### config.mk
export PLATFORM = sky130hd
export DESIGN_NAME = avalon_mem_bridge
export DESIGN_NICKNAME = d
export VERILOG_FILES = /design/src/rtl/avalon_mem_bridge.sv
export SDC_FILE = /design/constraint.sdc
export NUM_CORES = 1
export LEC_CHECK = 0
export ABC_AREA = 1
export BUFFER_PORTS_ARGS = -buffer_cell sky130_fd_sc_hd__buf_2
export CAP_MARGIN = 20
export CORE_UTILIZATION = 45
export DETAILED_ROUTE_END_ITERATION = 12
export GPL_TIMING_DRIVEN = 1
export PLACE_DENSITY = 0.73
export SLEW_MARGIN = 40
export SYNTH_ARGS = -nofsm -noshare
export SYNTH_HDL_FRONTEND = slang
export SYNTH_SLANG_ARGS = --single-unit
export TNS_END_PERCENT = 50
### constraint.sdc
create_clock -name clk -period 4.6 [get_ports clk]
set_input_delay 0.69 -clock clk [delete_from_list [all_inputs] [get_ports clk]]
set_output_delay 0.69 -clock clk [all_outputs]
set_load 0.1 [all_outputs]
### src/rtl/avalon_mem_bridge.sv
// avalon_mem_bridge
//   Avalon-MM bridge between a CPU bus master and a 32x64k RAM slave.
//   Checks that the CPU byte address lies in [BASE_ADDR, BASE_ADDR+WINDOW_BYTES-1],
//   is word aligned and is not a simultaneous read+write, then translates it into
//   the RAM's local window. Legal accesses are stalled for a programmable number
//   of cycles (fixed or LFSR-driven) before being forwarded. Illegal accesses are
//   answered locally with zero read data and recorded in a sticky error flag.
//   Only one transaction is outstanding at a time.
//
// Ports
//   clk, reset_n      clock, asynchronous active-low reset
//   s_address         CPU byte address
//   s_read/s_write    CPU read/write request
//   s_writedata       CPU write data
//   s_byteenable      CPU byte lanes
//   s_waitrequest     stall to CPU (combinational)
//   s_readdata        read data to CPU, valid when s_read & !s_waitrequest
//   m_address         translated address (s_address - BASE_ADDR)
//   m_read/m_write    RAM read/write strobes
//   m_writedata       registered copy of s_writedata
//   m_byteenable      registered copy of s_byteenable
//   m_waitrequest     RAM stall
//   m_readdata        RAM read data
//   bus_err           sticky: illegal access or protocol violation since reset
//   err_addr          address of the first error
//   rd_count/wr_count completed legal reads/writes (wrapping)

module avalon_mem_bridge #(
  parameter logic [31:0] BASE_ADDR    = 32'hBFC00000,
  parameter logic [31:0] WINDOW_BYTES = 32'h00010000,
  parameter int unsigned WAIT_MODE    = 0,
  parameter int unsigned WAIT_CYCLES  = 2,
  parameter logic [7:0]  LFSR_SEED    = 8'hA5
) (
  input  logic        clk,
  input  logic        reset_n,
  input  logic [31:0] s_address,
  input  logic        s_read,
  input  logic        s_write,
  input  logic [31:0] s_writedata,
  input  logic [3:0]  s_byteenable,
  output logic        s_waitrequest,
  output logic [31:0] s_readdata,
  output logic [31:0] m_address,
  output logic        m_read,
  output logic        m_write,
  output logic [31:0] m_writedata,
  output logic [3:0]  m_byteenable,
  input  logic        m_waitrequest,
  input  logic [31:0] m_readdata,
  output logic        bus_err,
  output logic [31:0] err_addr,
  output logic [15:0] rd_count,
  output logic [15:0] wr_count
);

  localparam logic [31:0] LAST_ADDR = BASE_ADDR + WINDOW_BYTES - 32'd1;

  typedef enum logic [1:0] {
    IDLE,
    STALL,
    FWD,
    RESP
  } state_t;

  state_t      state;
  state_t      state_nxt;

  logic        req;
  logic        illegal;
  logic [3:0]  load_cnt;
  logic [3:0]  stall_cnt;
  logic [7:0]  lfsr;
  logic [7:0]  lfsr_nxt;
  logic        is_write;
  logic        err_txn;
  logic [31:0] rdata_q;

  assign req = s_read | s_write;

  always_comb begin
    illegal = 1'b0;
    if (s_read && s_write)         illegal = 1'b1;
    if (s_address[1:0] != 2'b00)   illegal = 1'b1;
    if (s_address < BASE_ADDR)     illegal = 1'b1;
    if (s_address > LAST_ADDR)     illegal = 1'b1;
  end

  // x^8 + x^6 + x^5 + x^4 + 1, shifting towards the MSB
  assign lfsr_nxt = {lfsr[6:0], lfsr[7] ^ lfsr[5] ^ lfsr[4] ^ lfsr[3]};

  always_comb begin
    load_cnt = 4'(WAIT_CYCLES);
    if (WAIT_MODE == 1) load_cnt = {1'b0, lfsr[2:0]};
  end

  // State register
  always_ff @(posedge clk or negedge reset_n) begin
    if (!reset_n) state <= IDLE;
    else          state <= state_nxt;
  end

  // Next-state and bus outputs
  always_comb begin
    state_nxt     = state;
    s_waitrequest = req && (state != RESP);
    m_read        = 1'b0;
    m_write       = 1'b0;
    s_readdata    = '0;
    case (state)
      IDLE: begin
        if (req) begin
          if (illegal)             state_nxt = RESP;
          else if (load_cnt == '0) state_nxt = FWD;
          else                     state_nxt = STALL;
        end
      end
      STALL: begin
        if (!req)                   state_nxt = IDLE;
        else if (stall_cnt == 4'd1) state_nxt = FWD;
      end
      FWD: begin
        m_read  = !is_write;
        m_write = is_write;
        if (!m_waitrequest) state_nxt = RESP;
      end
      RESP: begin
        if (!err_txn && !is_write) s_readdata = rdata_q;
        state_nxt = IDLE;
      end
      default: state_nxt = IDLE;
    endcase
  end

  // Datapath, error capture and counters
  always_ff @(posedge clk or negedge reset_n) begin
    if (!reset_n) begin
      m_address    <= '0;
      m_writedata  <= '0;
      m_byteenable <= '0;
      stall_cnt    <= '0;
      lfsr         <= LFSR_SEED;
      is_write     <= 1'b0;
      err_txn      <= 1'b0;
      rdata_q      <= '0;
      bus_err      <= 1'b0;
      err_addr     <= '0;
      rd_count     <= '0;
      wr_count     <= '0;
    end else begin
      case (state)
        IDLE: begin
          if (req) begin
            is_write <= s_write;
            err_txn  <= illegal;
            if (illegal) begin
              if (!bus_err) begin
                bus_err  <= 1'b1;
                err_addr <= s_address;
              end
            end else begin
              // RAM-facing registers only change for legal accesses
              m_address    <= s_address - BASE_ADDR;
              m_writedata  <= s_writedata;
              m_byteenable <= s_byteenable;
              stall_cnt    <= load_cnt;
              lfsr         <= lfsr_nxt;
            end
          end
        end
        STALL: begin
          if (!req) begin
            // CPU abandoned a stalled request; its address is recovered
            // from the translated copy held in m_address.
            if (!bus_err) begin
              bus_err  <= 1'b1;
              err_addr <= m_address + BASE_ADDR;
            end
          end else begin
            stall_cnt <= stall_cnt - 4'd1;
          end
        end
        FWD: begin
          if (!m_waitrequest && !is_write) rdata_q <= m_readdata;
        end
        RESP: begin
          if (!err_txn) begin
            if (is_write) wr_count <= wr_count + 16'd1;
            else          rd_count <= rd_count + 16'd1;
          end
        end
        default: ;
      endcase
    end
  end

endmodule
==> results by group <==
Floorplanning
  • Chip width: 133 microns
  • Rows: 47
  • Initial Util: 0.464
  • Core footprint: 16800 sq um
  • IO Count: 273
  • Die area: 17800 sq um
  • Die H: 133 microns

Route
  • Final WL: 20000 microns
  • DR WL met2: 9330 microns
  • Router iterations before antenna repair: 4
  • DR DRC count: 0
  • Via count: 6814
  • 1st-iter DRT viols: 363
  • Met3 wire length: 1490 microns
  • Metal1 wirelength: 8740 microns
  • Uppermost layer routed: met5
  • Vias/cell: 4.76
  • ANT nets after route: 0
  • Routed WL per cell: 14.0 microns

Synthesis
  • Synth Net Count: 1043
  • Mean post-synth cell area: 8.35 sq um
  • Synth area leaders: dfrtp_1, nand2_1, nor2_1, inv_1, o21ai_0
  • Post-synth top area share: 0.556
  • Syn Inst Count: 932
  • Mapped Area: 7780 sq um
  • Asr flop ratio synth: 1.00
  • YS warnings: 0
  • Synth cell types: 28
  • Synth Flop Type: dfrtp_1
  • Register area share after synthesis: 0.556
  • Post-synth EDFFs: 0
  • Yosys top cell by area: dfrtp_1
  • Register bit count reported by yosys: 173

Timing
  • Total Neg Setup Slack: 0 ns
  • Post-layout min period: 3.07 ns
  • Fin crit share: 0.668
  • RSZ-0062 raised after global routing: false
  • WHS: 0.151 ns
  • Final Hold Viols: 0
  • Final setup vio count: 0
  • Max-slew headroom: 0.513
  • Worst clock skew: 0.00960 ns
  • Slew @ Worst Pin: 0.727 ns
  • Max Fclk: 325 MHz
  • Slew Limit Fails: 0

Global route
  • Total track usage: 0.233
  • Largest net degree at the start of global routing: 110
  • Initial antenna violation count: 2
  • Vias in the first global route: 6505
  • First-pass GRT wire length: 32500 microns
  • Gr ovfl total: 0

Final layout
  • Most common cell after layout, fill and taps aside: nand2_1
  • Final core utilization: 0.596
  • FILL cells: 1527
  • Area grow syn2layout: 28.5%
  • Nets: 1310
  • Final cell count without fillers: 1432
  • Share of layout cells above drive strength 1: 0.267
  • Most frequent cells in the layout: nand2_1, buf_2, dfrtp_1, nor2_1, inv_1
  • N_diodes: 0

Worst setup path
  • Cell Chain, Critical Path: nand2_1 -> nor3_4 -> inv_2 -> nor2_1 -> buf_2
  • RR Endpoint: err_addr[17]$_DFFE_PN0P_
  • Worst Setup Path Type: reg2out
  • Worst Setup End Kind: primary output
  • Worst setup SP type: flop
  • Crit path max-delay cell type: buf_2
  • R2R Setup Slk: 1.98 ns
  • Worst reg2reg startpoint: state[1]$_DFFE_PN0P_
  • Crit path largest cell delay: 0.45 ns
  • Worst R2R Path Depth: 6
  • Worst EP required: 3.91 ns
  • WP data arrival: 2.38 ns
  • Buf/Inv on CP: 2
  • Crit-path max FO: 33
  • CP delay by family, top: buffers and inverters

Clock network
  • Clk slew on worst S/H paths: 0.07 ns
  • CTS-repair resized insts: 0
  • Clk buf depth: 2
  • Post-CTS Setup Inserts: 0
  • Total CTS buffers: 17
  • Clk sink count: 173
  • CTS Root Cell: clkbuf_16
  • Hold Buf Count CTS: 0
  • H-tree levels: 4
  • Clock network latency to the later pin of the worst-skew pair: 0.41 ns
  • CTS tree: built

Place
  • Quantity of I/O buffers inserted on ports: 272
  • Routability cong.: 0.883
  • HPWL Detailed: 14600 microns
  • Placed cells: 1399

Pwr
  • Final Power: 4.14 mW
  • Leakage: 5.93 nW
  • VDD IR max: 0.269 mV
  • Pwr per Cell Area: 414 nW/um^2

Hold path
  • HP Class: in2async

Job
  • Max Cap Viol: 0

Outcome
  • Status: complete, no violations
## flip-flops by register name (all words and copies together) (netlist names)
register and flops:
is_write 1, err_txn 1, state 2, rdata_q 32, wr_count 16, m_writedata 32
rd_count 16, err_addr 32, m_byteenable 4, stall_cnt 4, m_address 32, bus_err 1
## worst max path at each step
stage	end	slack (ns)	startpoint	cells after the start
global placement	s_readdata[23]	1.58	state[1]$_DFFE_PN0P_	5
floorplan	s_readdata[10]	1.48	state[1]$_DFFE_PN0P_	5
global route	s_readdata[8]	1.33	state[1]$_DFFE_PN0P_	5
detailed placement	s_readdata[23]	1.92	state[1]$_DFFE_PN0P_	5
CTS	s_readdata[23]	1.46	state[1]$_DFFE_PN0P_	5
finish	s_readdata[12]	1.53	state[1]$_DFFE_PN0P_	5
## Yosys cell counts, types with 3 or more instances
library cell,count
nand2_1,307
dfrtp_1,173
nor2_1,114
inv_1,99
o21ai_0,50
a21oi_1,37
nand3_1,21
xor2_1,20
clkbuf_1,19
mux2i_1,19
nand4_1,16
buf_2,10
xnor2_1,9
nor3_1,7
ha_1,6
o21ai_1,5
buf_4,3
## logic make-up after synthesis
logic type      Yosys count  synth area share
simple gates            478             0.249
flops                   173             0.556
buf+inv                 133            0.0672
compound gates           94            0.0608
xor+xnor                 29            0.0326
mux                      19            0.0244
fa+ha+maj                 6           0.00965
## worst register-to-register path, delay by kind of cell, from the launching register on
family | cells | cell delay, ns
AO/OA/AOI/OAI | 2 | 0.76
buffers and inverters | 2 | 0.69
flip-flops | 1 | 0.44
AND/OR/NAND/NOR | 2 | 0.62
## final cells by class
type,count,area [sq um],share of cell area
well taps,220,275,0.0275
clock buffers,19,443,0.0443
clock inverters,13,129,0.0129
repair buffers,280,1490,0.149
multi-input cells,626,2950,0.295
flip-flops and latches,173,4330,0.433
inverters,101,379,0.0379
## stage by stage
| stage | setup slack, ns | instance area (sq um) |
|---|---|---|
| global route | 1.33 | 9990 |
| finish | 1.53 | 9990 |
| CTS | 1.46 | 9970 |
| global placement | 1.58 | 9320 |
| detailed placement | 1.92 | 9400 |
| floorplan | 1.48 | 7780 |
## routing by layer
layer | vias up | GRT usage
met3 | 34 | 0.0616
met4 | 4 | 0.0865
li1 | 3431 | -
met5 | - | 0
met2 | 247 | 0.378
met1 | 3098 | 0.299
## where the power goes
part           total [mW]  internal, mW  leakage, nW  switching, mW
Clock                1.39         0.774        0.281          0.620
Combinational       0.970         0.275         3.39          0.695
Sequential           1.77          1.69         2.25         0.0821
(Power assumes the default switching activity.)
